## src/rtl/lsu_mem_initiator_if.sv

```systemverilog
`default_nettype none
// lsu_mem_initiator_if: pipeline request/result and data-memory port handshakes.
// Rev 1.0
interface lsu_mem_initiator_if #(
  parameter int ADDR_W = 64,
  parameter int DATA_W = 64
);
  logic              in_valid;
  logic              in_ready;
  logic              in_ren;
  logic              in_wen;
  logic [1:0]        in_size;
  logic              in_unsigned;
  logic [ADDR_W-1:0] in_addr;
  logic [DATA_W-1:0] in_wdata;
  logic              out_valid;
  logic              out_ready;
  logic [DATA_W-1:0] out_rdata;
  logic [1:0]        out_err;
  logic              mem_req_valid;
  logic              mem_req_ready;
  logic [ADDR_W-1:0] mem_req_addr;
  logic              mem_req_wen;
  logic [DATA_W-1:0] mem_req_wdata;
  logic [7:0]        mem_req_wmask;
  logic              mem_resp_valid;
  logic [DATA_W-1:0] mem_resp_rdata;

  modport master (
    input  in_valid, in_ren, in_wen, in_size, in_unsigned, in_addr, in_wdata,
    output in_ready,
    output out_valid, out_rdata, out_err,
    input  out_ready,
    output mem_req_valid, mem_req_addr, mem_req_wen, mem_req_wdata, mem_req_wmask,
    input  mem_req_ready,
    input  mem_resp_valid, mem_resp_rdata
  );

  modport slave (
    output in_valid, in_ren, in_wen, in_size, in_unsigned, in_addr, in_wdata,
    input  in_ready,
    input  out_valid, out_rdata, out_err,
    output out_ready,
    input  mem_req_valid, mem_req_addr, mem_req_wen, mem_req_wdata, mem_req_wmask,
    output mem_req_ready,
    output mem_resp_valid, mem_resp_rdata
  );
endinterface
`default_nettype wire

```

## src/rtl/lsu_mem_initiator.sv

```systemverilog
`default_nettype none
// lsu_mem_initiator: one-at-a-time load/store initiator with alignment check and timeout.
// Rev 1.0
module lsu_mem_initiator #(
  parameter int ADDR_W  = 64,
  parameter int DATA_W  = 64,
  parameter int TIMEOUT = 255
) (
  input  logic                clk,
  input  logic                rst_n,
  lsu_mem_initiator_if.master bus
);

  typedef enum logic [1:0] {
    IDLE = 2'd0,
    REQ  = 2'd1,
    RESP = 2'd2,
    DONE = 2'd3
  } state_t;

  localparam logic [1:0] ERR_OK       = 2'b00;
  localparam logic [1:0] ERR_MISALIGN = 2'b01;
  localparam logic [1:0] ERR_TIMEOUT  = 2'b10;
  localparam logic [1:0] ERR_ILLEGAL  = 2'b11;
  // Counter runs from 0, so the last waiting cycle is TIMEOUT-1.
  localparam logic [7:0] TMO_LAST     = 8'(TIMEOUT - 1);

  state_t            state;
  logic [7:0]        tmo_cnt;
  logic [1:0]        lat_size;
  logic              lat_unsigned;
  logic              lat_wen;
  logic [2:0]        lat_off;

  logic              misaligned;
  logic [7:0]        wmask_base;
  logic              sext;
  logic [DATA_W-1:0] lane;
  logic [DATA_W-1:0] load_data;

  always_comb begin
    misaligned = 1'b0;
    wmask_base = 8'h01;
    case (bus.in_size)
      2'b00: begin
        misaligned = 1'b0;
        wmask_base = 8'h01;
      end
      2'b01: begin
        misaligned = bus.in_addr[0];
        wmask_base = 8'h03;
      end
      2'b10: begin
        misaligned = |bus.in_addr[1:0];
        wmask_base = 8'h0F;
      end
      default: begin
        misaligned = |bus.in_addr[2:0];
        wmask_base = 8'hFF;
      end
    endcase
  end

  // Right-justify the addressed lane, then extend from the access size.
  always_comb begin
    lane      = bus.mem_resp_rdata >> {lat_off, 3'b000};
    sext      = ~lat_unsigned;
    load_data = lane;
    case (lat_size)
      2'b00:   load_data = {{(DATA_W-8){sext & lane[7]}},   lane[7:0]};
      2'b01:   load_data = {{(DATA_W-16){sext & lane[15]}}, lane[15:0]};
      2'b10:   load_data = {{(DATA_W-32){sext & lane[31]}}, lane[31:0]};
      default: load_data = lane;
    endcase
  end

  always_ff @(posedge clk) begin
    if (!rst_n) begin
      state              <= IDLE;
      tmo_cnt            <= 8'd0;
      lat_size           <= 2'b00;
      lat_unsigned       <= 1'b0;
      lat_wen            <= 1'b0;
      lat_off            <= 3'd0;
      bus.in_ready       <= 1'b1;
      bus.out_valid      <= 1'b0;
      bus.out_rdata      <= '0;
      bus.out_err        <= ERR_OK;
      bus.mem_req_valid  <= 1'b0;
      bus.mem_req_addr   <= '0;
      bus.mem_req_wen    <= 1'b0;
      bus.mem_req_wdata  <= '0;
      bus.mem_req_wmask  <= 8'h00;
    end else begin
      case (state)
        IDLE: begin
          if (bus.in_valid) begin
            lat_size     <= bus.in_size;
            lat_unsigned <= bus.in_unsigned;
            lat_wen      <= bus.in_wen;
            lat_off      <= bus.in_addr[2:0];
            bus.in_ready <= 1'b0;
            if (bus.in_ren == bus.in_wen) begin
              state         <= DONE;
              bus.out_valid <= 1'b1;
              bus.out_err   <= ERR_ILLEGAL;
              bus.out_rdata <= '0;
            end else if (misaligned) begin
              state         <= DONE;
              bus.out_valid <= 1'b1;
              bus.out_err   <= ERR_MISALIGN;
              bus.out_rdata <= '0;
            end else begin
              state             <= REQ;
              bus.mem_req_valid <= 1'b1;
              bus.mem_req_addr  <= {bus.in_addr[ADDR_W-1:3], 3'b000};
              bus.mem_req_wen   <= bus.in_wen;
              bus.mem_req_wdata <= bus.in_wdata << {bus.in_addr[2:0], 3'b000};
              bus.mem_req_wmask <= bus.in_wen ? (wmask_base << bus.in_addr[2:0]) : 8'h00;
            end
          end
        end
        REQ: begin
          if (bus.mem_req_ready) begin
            state             <= RESP;
            bus.mem_req_valid <= 1'b0;
            tmo_cnt           <= 8'd0;
          end
        end
        RESP: begin
          // A response in the final waiting cycle still beats the timeout.
          if (bus.mem_resp_valid) begin
            state         <= DONE;
            bus.out_valid <= 1'b1;
            bus.out_err   <= ERR_OK;
            bus.out_rdata <= lat_wen ? '0 : load_data;
          end else if (tmo_cnt == TMO_LAST) begin
            state         <= DONE;
            bus.out_valid <= 1'b1;
            bus.out_err   <= ERR_TIMEOUT;
            bus.out_rdata <= '0;
          end else begin
            tmo_cnt <= tmo_cnt + 8'd1;
          end
        end
        DONE: begin
          if (bus.out_ready) begin
            state         <= IDLE;
            bus.in_ready  <= 1'b1;
            bus.out_valid <= 1'b0;
            bus.out_err   <= ERR_OK;
            bus.out_rdata <= '0;
          end
        end
        default: state <= IDLE;
      endcase
    end
  end

endmodule
`default_nettype wire

```

## src/flat_wrapper.sv

```systemverilog
// flat-port wrapper written by rule: the top's interface ports become plain ports
module lsu_mem_initiator_flat 
#(
  parameter int ADDR_W  = 64,
  parameter int DATA_W  = 64,
  parameter int TIMEOUT = 255
)
  (clk, rst_n, bus_in_valid, bus_in_ren, bus_in_wen, bus_in_size, bus_in_unsigned, bus_in_addr, bus_in_wdata, bus_in_ready, bus_out_valid, bus_out_rdata, bus_out_err, bus_out_ready, bus_mem_req_valid, bus_mem_req_addr, bus_mem_req_wen, bus_mem_req_wdata, bus_mem_req_wmask, bus_mem_req_ready, bus_mem_resp_valid, bus_mem_resp_rdata);
  lsu_mem_initiator_if #(.ADDR_W(ADDR_W), .DATA_W(DATA_W)) bus_i ();
  input  logic clk;
  input  logic rst_n;
  input wire logic [$bits(bus_i.in_valid)-1:0] bus_in_valid;
  input wire logic [$bits(bus_i.in_ren)-1:0] bus_in_ren;
  input wire logic [$bits(bus_i.in_wen)-1:0] bus_in_wen;
  input wire logic [$bits(bus_i.in_size)-1:0] bus_in_size;
  input wire logic [$bits(bus_i.in_unsigned)-1:0] bus_in_unsigned;
  input wire logic [$bits(bus_i.in_addr)-1:0] bus_in_addr;
  input wire logic [$bits(bus_i.in_wdata)-1:0] bus_in_wdata;
  output wire logic [$bits(bus_i.in_ready)-1:0] bus_in_ready;
  output wire logic [$bits(bus_i.out_valid)-1:0] bus_out_valid;
  output wire logic [$bits(bus_i.out_rdata)-1:0] bus_out_rdata;
  output wire logic [$bits(bus_i.out_err)-1:0] bus_out_err;
  input wire logic [$bits(bus_i.out_ready)-1:0] bus_out_ready;
  output wire logic [$bits(bus_i.mem_req_valid)-1:0] bus_mem_req_valid;
  output wire logic [$bits(bus_i.mem_req_addr)-1:0] bus_mem_req_addr;
  output wire logic [$bits(bus_i.mem_req_wen)-1:0] bus_mem_req_wen;
  output wire logic [$bits(bus_i.mem_req_wdata)-1:0] bus_mem_req_wdata;
  output wire logic [$bits(bus_i.mem_req_wmask)-1:0] bus_mem_req_wmask;
  input wire logic [$bits(bus_i.mem_req_ready)-1:0] bus_mem_req_ready;
  input wire logic [$bits(bus_i.mem_resp_valid)-1:0] bus_mem_resp_valid;
  input wire logic [$bits(bus_i.mem_resp_rdata)-1:0] bus_mem_resp_rdata;
  assign bus_i.in_valid = bus_in_valid;
  assign bus_i.in_ren = bus_in_ren;
  assign bus_i.in_wen = bus_in_wen;
  assign bus_i.in_size = bus_in_size;
  assign bus_i.in_unsigned = bus_in_unsigned;
  assign bus_i.in_addr = bus_in_addr;
  assign bus_i.in_wdata = bus_in_wdata;
  assign bus_in_ready = bus_i.in_ready;
  assign bus_out_valid = bus_i.out_valid;
  assign bus_out_rdata = bus_i.out_rdata;
  assign bus_out_err = bus_i.out_err;
  assign bus_i.out_ready = bus_out_ready;
  assign bus_mem_req_valid = bus_i.mem_req_valid;
  assign bus_mem_req_addr = bus_i.mem_req_addr;
  assign bus_mem_req_wen = bus_i.mem_req_wen;
  assign bus_mem_req_wdata = bus_i.mem_req_wdata;
  assign bus_mem_req_wmask = bus_i.mem_req_wmask;
  assign bus_i.mem_req_ready = bus_mem_req_ready;
  assign bus_i.mem_resp_valid = bus_mem_resp_valid;
  assign bus_i.mem_resp_rdata = bus_mem_resp_rdata;
  lsu_mem_initiator #(.ADDR_W(ADDR_W), .DATA_W(DATA_W), .TIMEOUT(TIMEOUT)) u_core (.clk(clk), .rst_n(rst_n), .bus(bus_i));
endmodule
```

## config.mk

```make
export PLATFORM = sky130hd
export DESIGN_NAME = lsu_mem_initiator_flat
export DESIGN_NICKNAME = d
export VERILOG_FILES = /design/src/rtl/lsu_mem_initiator_if.sv /design/src/rtl/lsu_mem_initiator.sv /design/src/flat_wrapper.sv
export SDC_FILE = /design/constraint.sdc
export NUM_CORES = 1
export LEC_CHECK = 0
export ABC_CLOCK_PERIOD_IN_PS = 5530
export CORE_AREA = 2 2 160 162
export DETAILED_ROUTE_END_ITERATION = 16
export DIE_AREA = 0 0 162 164
export PLACE_DENSITY_LB_ADDON = 0.25
export SLEW_MARGIN = 10
export SYNTH_ARGS = -nofsm -noshare
export SYNTH_HDL_FRONTEND = slang
export SYNTH_SLANG_ARGS = --single-unit
```

## constraint.sdc

```tcl
create_clock -name clk -period 5.53 [get_ports clk]
set_input_delay 1.106 -clock clk [delete_from_list [all_inputs] [get_ports clk]]
set_output_delay 1.106 -clock clk [all_outputs]
set_load 0.01 [all_outputs]
```

==> metrics.cfg <==
[sta]
min_period_over_period_pct = 65.9
hold_slack_ps = 451
layout_min_cycle_time_ps = 3650
finClkSkew_ps = 26.6
maxSlewViolCount = 0
maxSlewHeadroom_pct = 25.9
final-hold-violation-count = 0
worst_pin_slew_ps = 1100
setup_viol = 0
fmax_mhz = 274
tns_ps = 0
rsz0062_at_grt = no

[power_and_ir_drop]
total_power_mw = 4.86
p_sw_share_pct = 32.8
vdd_drop_max_mv = 0.191
switchingPower_mw = 1.60
power_density_nw_per_um2 = 300
internal-power_mw = 3.26
power_frac_seq_pct = 37.2
combPwrFrac_pct = 30.9
pwr-share-clk_pct = 31.9
leakagePower_nw = 5.54

[grt]
grt_pass1_vias = 10900
track_usage_pct = 29.8
grt_remaining_overflow = 0
grt_max_degree = 158
antenna_found_initial = 4
grt_pass1_wl_mm = 62.7

[detailed_routing]
wl_per_cell_um = 20.5
dr.pass1.iters = 5
ant_nets = 0
drtIter0Drc = 1191
drt_wl_total_mm = 41.7
viasPerCell = 5.78
drc = 0
vias = 11800

[hold_path]
min_path_cells = 2
holdCritPathClass = flip-flop to flip-flop
min-delay-start = u_core.bus.out_rdata[5]
hold_path_end = u_core.bus.out_rdata[5]

[floorplanning]
start_util_pct = 45.7
dieArea_um2 = 26600
dieHeight_um = 164
row_count = 58
die_x_um = 162
io_pins = 409
fp.coreArea_um2 = 24800

[final_layout]
num-nets-final = 1898
ff_latch_area_um2 = 4410
syn2layout_area_growth_pct = 42.7
multi_input_area_um2 = 6370
fillers = 2119
drive_gt1_share_pct = 8.27

[synthesis]
synth.area.top_cells = dfxtp_1 39%, nand2_1 10%, a21oi_1 7.8%, mux4_2 6.5%, mux2i_1 5.2%
yosysSeqAreaShare_pct = 38.8
synth_top_area_share_pct = 38.8
synthCells = 1366
yosys_most_used_dff = dfxtp_1
synth_top_area_cell = dfxtp_1
synth-seq-cells = 220
synth_cell_types = 55
async_flop_share_pct = 0
syn_area_per_cell_um2 = 8.31
synth_edf_count = 0
yosys_warnings = 0
netlist_area_um2 = 11400

[flow_run]
drv_cap = 0

[critical_path]
arrival_ps = 4060
max_stage_delay_ps = 890
reg2reg_depth = 5
crit_fanout = 54
cp-end-kind = flip-flop
cp_slowest_cell = a2111o_2
reg2reg_to = u_core.bus.out_rdata[25]
cpMostUsedCell = buf_4
criticalPathCategory = primary input to flip-flop
r2r_start = u_core.lat_off[1]
startpoint_type = primary input
crit_chain = clkdlybuf4s50_1, xnor2_1, a2111o_2, buf_4, buf_4, nand2_1, a21oi_1
critPathRequiredTime_ps = 5940
reg2reg_setup_slack_ps = 2050

[clocking]
clock_latency_ps = 520
cts_max_level = 1
root_buffer = clkbuf_16
holdBufCountCts = 0
cts_setup_buffers = 0
cts_tree = done
cts.clk_slew.worst_paths_ps = 60
cts_resized = 0
cts_buffer_depth = 3
cts_buffers = 24
cts.sinks = 220

[placed_design]
routabilityCongestion = 0.984
dp_hpwl_mm = 30.2
io_buffers = 405

[outcome]
outcome = completed

## state kept, by name, indices dropped and copies added (netlist names), 2 cells and up
signal,flops
u_core.bus.mem_req_wmask,8
u_core.lat_size,2
u_core.tmo_cnt,8
u_core.bus.mem_req_addr,61
u_core.bus.mem_req_wdata,64
u_core.bus.out_rdata,64
u_core.lat_off,3
u_core.bus.out_err,2
u_core.state,2
## through the flow
stage | utilization [%] | area (um^2) | setup slack, ps | instances
floorplan | - | 11400 | 2600 | 1368
global placement | 62.2 | 15400 | 1550 | 1993
detailed placement | 62.2 | 15400 | 1390 | 1993
CTS | 65.2 | 16200 | 1890 | 2034
global route | 65.2 | 16200 | 1720 | 2036
finish | 65.3 | 16200 | 1880 | 2037
## critical path, delay by kind of cell
kind / cells / cell delay, ps
AND/OR/NAND/NOR: 1 / 90
buffers and inverters: 3 / 1280
AO/OA/AOI/OAI: 2 / 1050
XOR/XNOR: 1 / 490
## cells by family after synthesis
family	count (synthesis)	synth area share, %
fa+ha+maj	6	0.661
xor+xnor	7	0.540
simple gates	481	17.6
mux	130	15.5
compound gates	379	21.4
buf+inv	142	5.43
flops	220	38.8
other cells	1	0.0330
## routing by layer
metal  track usage, %  vias to the layer above  routed length, um
met2             47.6                      636              19100
li1                 -                     5530                  -
met1             39.3                     5526              16800
met5                0                        -                 13
met3             8.01                       90               4440
met4             9.61                        2               1360
## power by group through the flow
stage               sequential, mW  clock (mW)  combinational [mW]
global route                  1.82        1.64                1.61
detailed placement            1.84           0                1.48
CTS                           1.81        1.57                1.49
floorplan                     1.84           0               0.877
global placement              1.84           0                1.46
finish                        1.81        1.55                1.50
## how the worst max path moves through the flow
| stage | startpoint | end | slack, ps |
|---|---|---|---|
| global placement | bus_in_addr[0] | u_core.bus.mem_req_addr[13] | 1550 |
| global route | bus_in_addr[0] | u_core.bus.mem_req_addr[31] | 1720 |
| floorplan | bus_in_addr[2] | u_core.bus.out_rdata[33] | 2600 |
| detailed placement | bus_in_wen | u_core.bus.mem_req_addr[4] | 1390 |
| finish | bus_in_wen | u_core.bus.mem_req_addr[31] | 1880 |
| CTS | bus_in_wen | u_core.bus.mem_req_addr[31] | 1890 |
## synth_stat cells, types with 8 or more instances
master and count:
a211oi_1 14, a21oi_1 178, a221o_1 16, a221oi_1 8
a22o_1 9, a22oi_1 8, a311oi_1 16, buf_1 12
buf_2 22, clkbuf_1 83, dfxtp_1 220, inv_1 12
mux2_2 38, mux2i_1 59, mux4_2 33, nand2_1 308
nand2b_1 11, nand3_1 56, nor2_1 64, nor2b_1 10
nor3_1 15, o211ai_1 8, o21ai_0 44, o2bb2ai_1 8
o31ai_1 32
## area by class of cell
| type | instances | share of cell area, % |
|---|---|---|
| multi-input combinational | 1006 | 39.3 |
| sequential | 220 | 27.2 |
| antenna | 3 | 0.0464 |
| tap | 330 | 2.55 |
| clock inverter | 8 | 0.433 |
| inverter | 16 | 0.386 |
| clock buffer | 33 | 4.23 |
| timing repair buffer | 421 | 25.8 |
## placed cells by master, fill, tap and decap left out, types with 25 or more instances in the layout
cell type        netlist  routed
a21oi_1              178     178
clkbuf_16              0      25
clkdlybuf4s50_1        0     403
dfxtp_1              220     219
mux2_2                38      38
mux2i_1               59      59
mux4_2                33      33
nand2_1              308     308
nand3_1               56      56
nor2_1                64      64
o21ai_0               44      44
o31ai_1               32      32
Note: power is estimated with default switching activity, not from simulation.
